<file path="src/rtl/cpu64_l2_line_reader.sv">
// cpu64_l2_line_reader: streams one 64B L2 line (8 x 64-bit beats) from the
// data/tag arrays to a valid/ready consumer, one beat per cycle sustained.
// Optional feature macro: CPU64_L2_LRD_CRITWORD_EN (critical-word-first start).
module cpu64_l2_line_reader (
   input  logic        clk_i,
   input  logic        rst_ni,
   input  logic        req_valid_i,
   output logic        req_ready_o,
   input  logic [7:0]  req_index_i,
   input  logic [3:0]  req_way_i,
   input  logic [2:0]  req_word_i,
   output logic [7:0]  arr_index_o,
   output logic [2:0]  arr_word_sel_o,
   output logic [3:0]  arr_way_sel_o,
   input  logic [63:0] arr_rdata_i,
   input  logic [49:0] arr_tag_i,
   output logic        beat_valid_o,
   input  logic        beat_ready_i,
   output logic [63:0] beat_data_o,
   output logic [2:0]  beat_word_o,
   output logic        beat_last_o,
   output logic [63:0] line_addr_o,
   output logic        busy_o
);

   typedef enum logic [1:0] {StIdle, StLoad, StSend} state_e;

   state_e      r_state;
   state_e      w_state_d;
   logic [7:0]  r_index;
   logic [3:0]  r_way;
   logic [2:0]  r_word;
   logic [2:0]  r_cnt;
   logic [63:0] r_data;
   logic [49:0] r_tag;
   logic [7:0]  r_line_index;
   logic [2:0]  w_start_word;
   logic        w_req_hs;
   logic        w_beat_hs;

`ifdef CPU64_L2_LRD_CRITWORD_EN
   assign w_start_word = req_word_i;
`else
   logic w_unused_word;
   assign w_unused_word = ^req_word_i;
   assign w_start_word  = 3'd0;
`endif

   assign w_req_hs  = req_valid_i && (r_state == StIdle);
   assign w_beat_hs = beat_ready_i && (r_state == StSend);

   // Array addressing: in SEND the next word is pre-fetched so a handshake
   // can capture it immediately and keep one beat per cycle.
   assign arr_index_o    = r_index;
   assign arr_way_sel_o  = r_way;
   assign arr_word_sel_o = (r_state == StSend) ? r_word + 3'd1 : r_word;

   assign req_ready_o  = (r_state == StIdle);
   assign busy_o       = (r_state != StIdle);
   assign beat_valid_o = (r_state == StSend);
   assign beat_data_o  = r_data;
   assign beat_word_o  = r_word;
   assign beat_last_o  = (r_cnt == 3'd7) && beat_valid_o;
   // Index kept separately from r_index so the address holds until the next LOAD.
   assign line_addr_o  = {r_tag, r_line_index, 6'b0};

   // Next-state logic for the IDLE -> LOAD -> SEND sequence.
   always_comb begin
      w_state_d = r_state;
      unique case (r_state)
         StIdle:  if (req_valid_i) w_state_d = StLoad;
         StLoad:  w_state_d = StSend;
         StSend:  if (beat_ready_i && (r_cnt == 3'd7)) w_state_d = StIdle;
         default: w_state_d = StIdle;
      endcase
   end

   // State and datapath registers; reset discards any line in flight.
   always_ff @(posedge clk_i) begin
      if (!rst_ni) begin
         r_state      <= StIdle;
         r_index      <= 8'd0;
         r_way        <= 4'd0;
         r_word       <= 3'd0;
         r_cnt        <= 3'd0;
         r_data       <= 64'd0;
         r_tag        <= 50'd0;
         r_line_index <= 8'd0;
      end else begin
         r_state <= w_state_d;
         unique case (r_state)
            StIdle: begin
               if (w_req_hs) begin
                  r_index <= req_index_i;
                  r_way   <= req_way_i;
                  r_word  <= w_start_word;
                  r_cnt   <= 3'd0;
               end
            end
            StLoad: begin
               r_data       <= arr_rdata_i;
               r_tag        <= arr_tag_i;
               r_line_index <= r_index;
            end
            StSend: begin
               if (w_beat_hs && (r_cnt != 3'd7)) begin
                  r_data <= arr_rdata_i;
                  r_word <= r_word + 3'd1;
                  r_cnt  <= r_cnt + 3'd1;
               end
            end
            default: ;
         endcase
      end
   end

endmodule

</file>
<file path="config.mk">
export PLATFORM = sky130hd
export DESIGN_NAME = cpu64_l2_line_reader
export DESIGN_NICKNAME = d
export VERILOG_FILES = /design/src/rtl/cpu64_l2_line_reader.sv
export SDC_FILE = /design/constraint.sdc
export NUM_CORES = 1
export LEC_CHECK = 0
export ABC_AREA = 1
export CAP_MARGIN = 20
export CORE_MARGIN = 5
export CORE_UTILIZATION = 35
export CTS_CLUSTER_DIAMETER = 150
export CTS_CLUSTER_SIZE = 24
export DETAILED_ROUTE_END_ITERATION = 10
export GPL_ROUTABILITY_DRIVEN = 0
export GPL_TIMING_DRIVEN = 0
export PLACE_DENSITY = 0.75
export SETUP_SLACK_MARGIN = 0.05
export SYNTH_ARGS = -nofsm -noshare
export SYNTH_HDL_FRONTEND = slang
export SYNTH_SLANG_ARGS = --single-unit
</file>
<file path="constraint.sdc">
create_clock -name clk_i -period 3.44 [get_ports clk_i]
set_input_delay 0.688 -clock clk_i [delete_from_list [all_inputs] [get_ports clk_i]]
set_output_delay 0.688 -clock clk_i [all_outputs]
set_load 0.01 [all_outputs]
</file>
==> results.json, run 1 <==
{
  "io_buffers": 272,
  "synth-main-ff-cell": "dfxtp_1",
  "rsz0062_at_grt": "false",
  "synthMuxAreaShare": 0,
  "cap_violations": 0,
  "netlist_instances": 807,
  "p_sw_w": 0.00129,
  "period_share": 0.766,
  "finalMaxSlewViolations": 0,
  "antenna_left": 0,
  "p_per_area_mw_per_mm2": 504,
  "cp-start-kind": "register",
  "die_area_mm2": 0.0190,
  "crit_type": "reg -> out",
  "routed_via_density": 4.63,
  "pwr-share-clk": 0.385,
  "clock_latency_ns": 0.41,
  "timing.final.hold_violations": 0,
  "numClockSinks": 142,
  "synth_seq_cells": 142,
  "yosysWarnings": 0,
  "worst_path_max_delay_cell": "clkdlybuf4s50_1",
  "post-cts-setup-buffers": 0,
  "min_period_ns": 2.63,
  "sw_frac_of_total": 0.275,
  "synth_xor_area_frac": 0,
  "synth_top_family_by_area": "simple AND/OR/NAND/NOR gates",
  "fill_cells": 1566,
  "placed_area_mm2": 0.00874,
  "wl_mm": 20.5,
  "area_growth_pct": 62.6,
  "hp-class": "reg -> reg",
  "max_clock_freq_mhz": 380,
  "htree_levels": 4,
  "n_antenna_cell": 0,
  "synth_compound_area_frac": 0.125,
  "die_x_um": 138,
  "yosysSeqAreaShare": 0.496,
  "ys_types": 20,
  "netlist_area_mm2": 0.00573,
  "cts_tree": "yes",
  "num_io_pins": 283,
  "max-vdd-ir-drop_v": 0.000418,
  "synth_simple_gate_area_frac": 0.260,
  "overflow": 0,
  "path_buf_inv": 3,
  "postCtsHoldBufs": 0,
  "hold_slack_ns": 0.487,
  "die_h_um": 138,
  "fin_tns_setup_ns": 0,
  "slew_headroom": 0.453,
  "skew_ns": 0.00733,
  "status": "completed",
  "antenna_found_initial": 0,
  "critPathRequiredTime_ns": 2.75,
  "cts_max_path_buffers": 2,
  "initial_core_util": 0.358,
  "drt_iter0_drc": 321,
  "cts-root-buf": "clkbuf_16",
  "comb_power_share": 0.215,
  "num-nets-final": 1240,
  "synthAdderAreaFrac": 0.00873,
  "yosysTopAreaCellShare": 0.496,
  "wl_per_cell_um": 15.4,
  "grt_max_degree": 17,
  "cts_buffers": 17,
  "grt_use_total": 0.210,
  "vias": 6161,
  "core_mm2": 0.0160,
  "cp.arrival_ns": 1.95,
  "utilization": 0.582,
  "yosysMostFrequentCell": "nor2_1",
  "syn_avg_cell_area_um2": 7.10,
  "intPower_w": 0.00340,
  "rows": 46,
  "synthTopCellsByCount": "218 x nor2_1, 142 x dfxtp_1, 79 x inv_1",
  "setup_violations": 0,
  "synth_top_area_cell": "dfxtp_1",
  "drtPass1Iterations": 4,
  "synth-edff-count": 0,
  "worstMarginPinSlew_ns": 0.820,
  "async_flop_share": 0,
  "seq_power_share": 0.400,
  "cts_resized": 0,
  "stdcell_area_mm2": 0.00932,
  "grt_pass1_wl_mm": 31.0,
  "worstPathMaxFanout": 7,
  "layout-drive-gt1-share": 0.0654,
  "netlist_top_cells_area": "dfxtp_1 50%, nor2_1 14%, nand3_1 6.2%",
  "power_w": 0.00469,
  "drc_errors": 0,
  "worstSetupEndpointType": "output port",
  "dp_hpwl_mm": 15.4,
  "leakage_nw": 4.10,
  "grt_pass1_vias": 5948,
  "critPathMaxStageDelay_ns": 0.54,
  "clk_pin_slew_ns": 0.06,
  "crit_chain": "inv_2, nor2_4, ha_1, inv_1, clkdlybuf4s50_1",
  "critPathTopFamily": "buffers and inverters"
}
[cells by family after synthesis]
family	after synthesis
AND/OR/NAND/NOR	368
buffers and inverters	149
AO/OA/AOI/OAI	143
flip-flops	142
adder cells (fa/ha/maj)	4
other	1
[final cells by class]
| cell class | instances | area (µm²) | share of cell area |
|---|---|---|---|
| sequential | 142 | 2840 | 0.305 |
| timing repair buffer | 272 | 2720 | 0.292 |
| multi-input combinational | 521 | 2280 | 0.245 |
| clock buffer | 19 | 433 | 0.0465 |
| inverter | 84 | 315 | 0.0338 |
| buffer | 65 | 312 | 0.0334 |
| tap | 216 | 270 | 0.0290 |
| clock inverter | 13 | 141 | 0.0152 |
[cells in the final DEF, fill, tap and decap left out, drive strengths merged]
master,instances
a21oi,70
buf,36
bufinv,2
clkbuf,48
clkdlybuf4s50,272
clkinv,7
clkinvlp,3
conb,6
dfxtp,142
ha,4
inv,85
nand2,77
nand3,71
nor2,220
o21ai,72
o21bai,1
[worst min-delay path, cell delays in order, from the launching register on]
cell,delay (ns)
dfxtp_1,0.33
nor2_1,0.05
nor2_1,0.08
[registers in the layout, indices dropped and copies added (netlist names)]
register and count:
arr_index_o 8, r_cnt 3, r_state 2, beat_data_o 64
arr_way_sel_o 4, r_line_index 8, beat_word_o 3, r_tag 50
[per-stage QoR]
step	instances	setup slack [ns]
after floorplan	812	1.79
after global placement	1300	1.25
after detailed placement	1300	1.25
after CTS	1332	0.775
after global routing	1332	0.638
final	1332	0.806
[metal layers]
| metal | up-vias | GRT usage | wire [µm] |
|---|---|---|---|
| li1 | 3118 | - | - |
| met1 | 2784 | 0.239 | 8130 |
| met2 | 231 | 0.357 | 9650 |
| met3 | 28 | 0.0940 | 2360 |
| met4 | 0 | 0.0598 | 366 |
| met5 | - | 0 | 0 |
[path summary, 6_finish.rpt]
| path | cells past startpoint | slack (ns) | endpoint | start |
|---|---|---|---|---|
| min reg2reg | 2 | 0.49 | arr_way_sel_o[1] | arr_way_sel_o[1] |
| max reg2reg | 6 | 1.71 | beat_data_o[34] | r_state[1] |
| min | 2 | 0.49 | arr_way_sel_o[1] | arr_way_sel_o[1] |
| max | 5 | 0.81 | arr_word_sel_o[0] | r_state[1] |
[power by group through the flow]
stage               registers [W]  logic (W)  clock network, W
detailed placement        0.00191    0.00101                 0
CTS                       0.00188    0.00102           0.00184
global placement          0.00191    0.00100                 0
finish                    0.00188    0.00101           0.00181
floorplan                 0.00197   0.000372                 0
global route              0.00190    0.00111           0.00193
Power figures use the tool's default switching activity.
==> inputs of run 2 (changes only) <==
==> constraint.sdc (replaced) <==
create_clock -name clk_i -period 2.55 [get_ports clk_i]
set_input_delay 0.51 -clock clk_i [delete_from_list [all_inputs] [get_ports clk_i]]
set_output_delay 0.51 -clock clk_i [all_outputs]
set_load 0.01 [all_outputs]
==> run 2 against run 1 <==
Compared with the run above:
- non-clock buffer count increased by 3
- critical path type unchanged
- critical endpoint unchanged
- die area is the same
- setup slack got worse by 0.68 ns
- hold slack worse by 0.016 ns
- largest power group unchanged
- routed wire length rose by 0.76%
- final area increased by 0.28%
- total power rose by 35%
==> results.json, run 2 (synthesized netlist as in run 1, its figures left out) <==
{
  "status": "completed",
  "die_area_mm2": 0.0190,
  "clk_pin_slew_ns": 0.06,
  "dp_hpwl_mm": 15.4,
  "num-nets-final": 1243,
  "max_clock_freq_mhz": 413,
  "layout-drive-gt1-share": 0.0688,
  "wl_per_cell_um": 15.5,
  "holdPathEnd": "r_tag[3]",
  "grt_pass1_wl_mm": 31.0,
  "cp-start-kind": "register",
  "postCtsHoldBufs": 0,
  "crit_chain": "inv_2, nor2_4, ha_1, inv_1, clkdlybuf4s50_1",
  "setup_violations": 0,
  "io_buffers": 272,
  "num_io_pins": 283,
  "finalMaxSlewViolations": 0,
  "leakage_nw": 4.13,
  "hold_start": "rst_ni",
  "antenna_left": 0,
  "slew_headroom": 0.435,
  "min_period_ns": 2.42,
  "grt_use_total": 0.210,
  "die_x_um": 138,
  "worst_path_max_delay_cell": "clkdlybuf4s50_1",
  "cts-root-buf": "clkbuf_16",
  "rsz0062_at_grt": "true",
  "critPathLaunch": "r_state[1]",
  "crit_type": "reg -> out",
  "die_h_um": 138,
  "cts_tree": "yes",
  "vias": 6208,
  "critPathTopFamily": "buffers and inverters",
  "cts_buffers": 17,
  "cp.arrival_ns": 1.91,
  "timing.final.hold_violations": 0,
  "cap_violations": 0,
  "critPathRequiredTime_ns": 2.04,
  "r2r_cells": 7,
  "initial_core_util": 0.358,
  "antenna_found_initial": 0,
  "max-vdd-ir-drop_v": 0.000563,
  "drt_iter0_drc": 305,
  "skew_ns": 0.00650,
  "p_per_area_mw_per_mm2": 678,
  "r2r_end": "r_tag[39]",
  "final_common_cell": "clkdlybuf4s50_1",
  "area_growth_pct": 63.0,
  "n_antenna_cell": 0,
  "r2r_setup_slack_ns": 0.82,
  "worstSetupEndpointType": "output port",
  "hold_path_depth": 3,
  "wl_mm": 20.7,
  "overflow": 0,
  "worstMarginPinSlew_ns": 0.848,
  "fill_cells": 1560,
  "cts_max_path_buffers": 2,
  "seq_area_mm2": 0.00284,
  "grt_pass1_vias": 5948,
  "critPathMaxStageDelay_ns": 0.54,
  "routed_via_density": 4.65,
  "period_share": 0.949,
  "core_mm2": 0.0160,
  "worstPathMaxFanout": 7,
  "multi_input_area_mm2": 0.00228,
  "drtPass1Iterations": 5,
  "most-common-layout-cells": "271 x clkdlybuf4s50_1, 218 x nor2_1, 141 x dfxtp_1",
  "rows": 46,
  "htree_levels": 4,
  "clock_latency_ns": 0.42,
  "finalNonFillerCells": 1335,
  "fin_tns_setup_ns": 0,
  "numClockSinks": 142,
  "grt_max_degree": 17,
  "largest_register_ff_count": 64,
  "dp.cells": 1300,
  "drc_errors": 0,
  "power_w": 0.00634,
  "timing.rr.start": "r_state[0]",
  "path_buf_inv": 3,
  "hp-class": "in -> reg"
}
==> run 2: final cells by class <==
| type | instances | area share |
|---|---|---|
| sequential | 142 | 0.304 |
| buffer | 65 | 0.0333 |
| multi-input combinational | 521 | 0.244 |
| clock buffer | 19 | 0.0463 |
| clock inverter | 13 | 0.0151 |
| timing repair buffer | 275 | 0.294 |
| inverter | 84 | 0.0337 |
| tap | 216 | 0.0289 |
==> run 2: report_power, final <==
group          switching, W  leakage, nW  internal, W  total, W
registers          0.000111         1.17      0.00242   0.00253
clock network      0.000996        0.274      0.00144   0.00244
logic              0.000639         2.68     0.000726   0.00137
==> run 2: per-layer routing <==
metal	GRT usage	wire length, µm
met1	0.239	8000
met2	0.357	9690
met3	0.0940	2570
met4	0.0598	398
met5	0	0
==> run 2: worst max-delay path by stage <==
stage                                    to  slack, ns  cells past startpoint
after floorplan           arr_word_sel_o[0]       1.08                      4
after global placement    arr_word_sel_o[0]       0.53                      5
after detailed placement  arr_word_sel_o[0]       0.54                      5
after CTS                 arr_word_sel_o[0]       0.06                      5
after global routing      arr_word_sel_o[0]       0.01                      5
final                     arr_word_sel_o[0]       0.13                      5
==> run 2: timing repair <==
action,4_1_cts,5_1_grt
resized for setup,0,2
endpoints found under the setup margin,0,3
setup buffers,0,3
==> run 2: through the flow <==
step	hold WS, ns	setup slack (ns)	util	area [µm²]
final	0.471	0.130	0.584	9340
after global routing	0.472	0.0107	0.584	9340
after CTS	0.446	0.0634	0.582	9320
after detailed placement	0.479	0.535	0.546	8740
after global placement	0.462	0.533	0.546	8740
after floorplan	0.511	1.08	-	5750
==> run 2: worst register-to-register path, cell delays in order (launching register included) <==
cell and delay, ns:
dfxtp_1 0.41, inv_2 0.07, nor2_4 0.18, inv_2 0.16, buf_2 0.23, buf_2 0.21
nor2_1 0.27, nor2_1 0.08
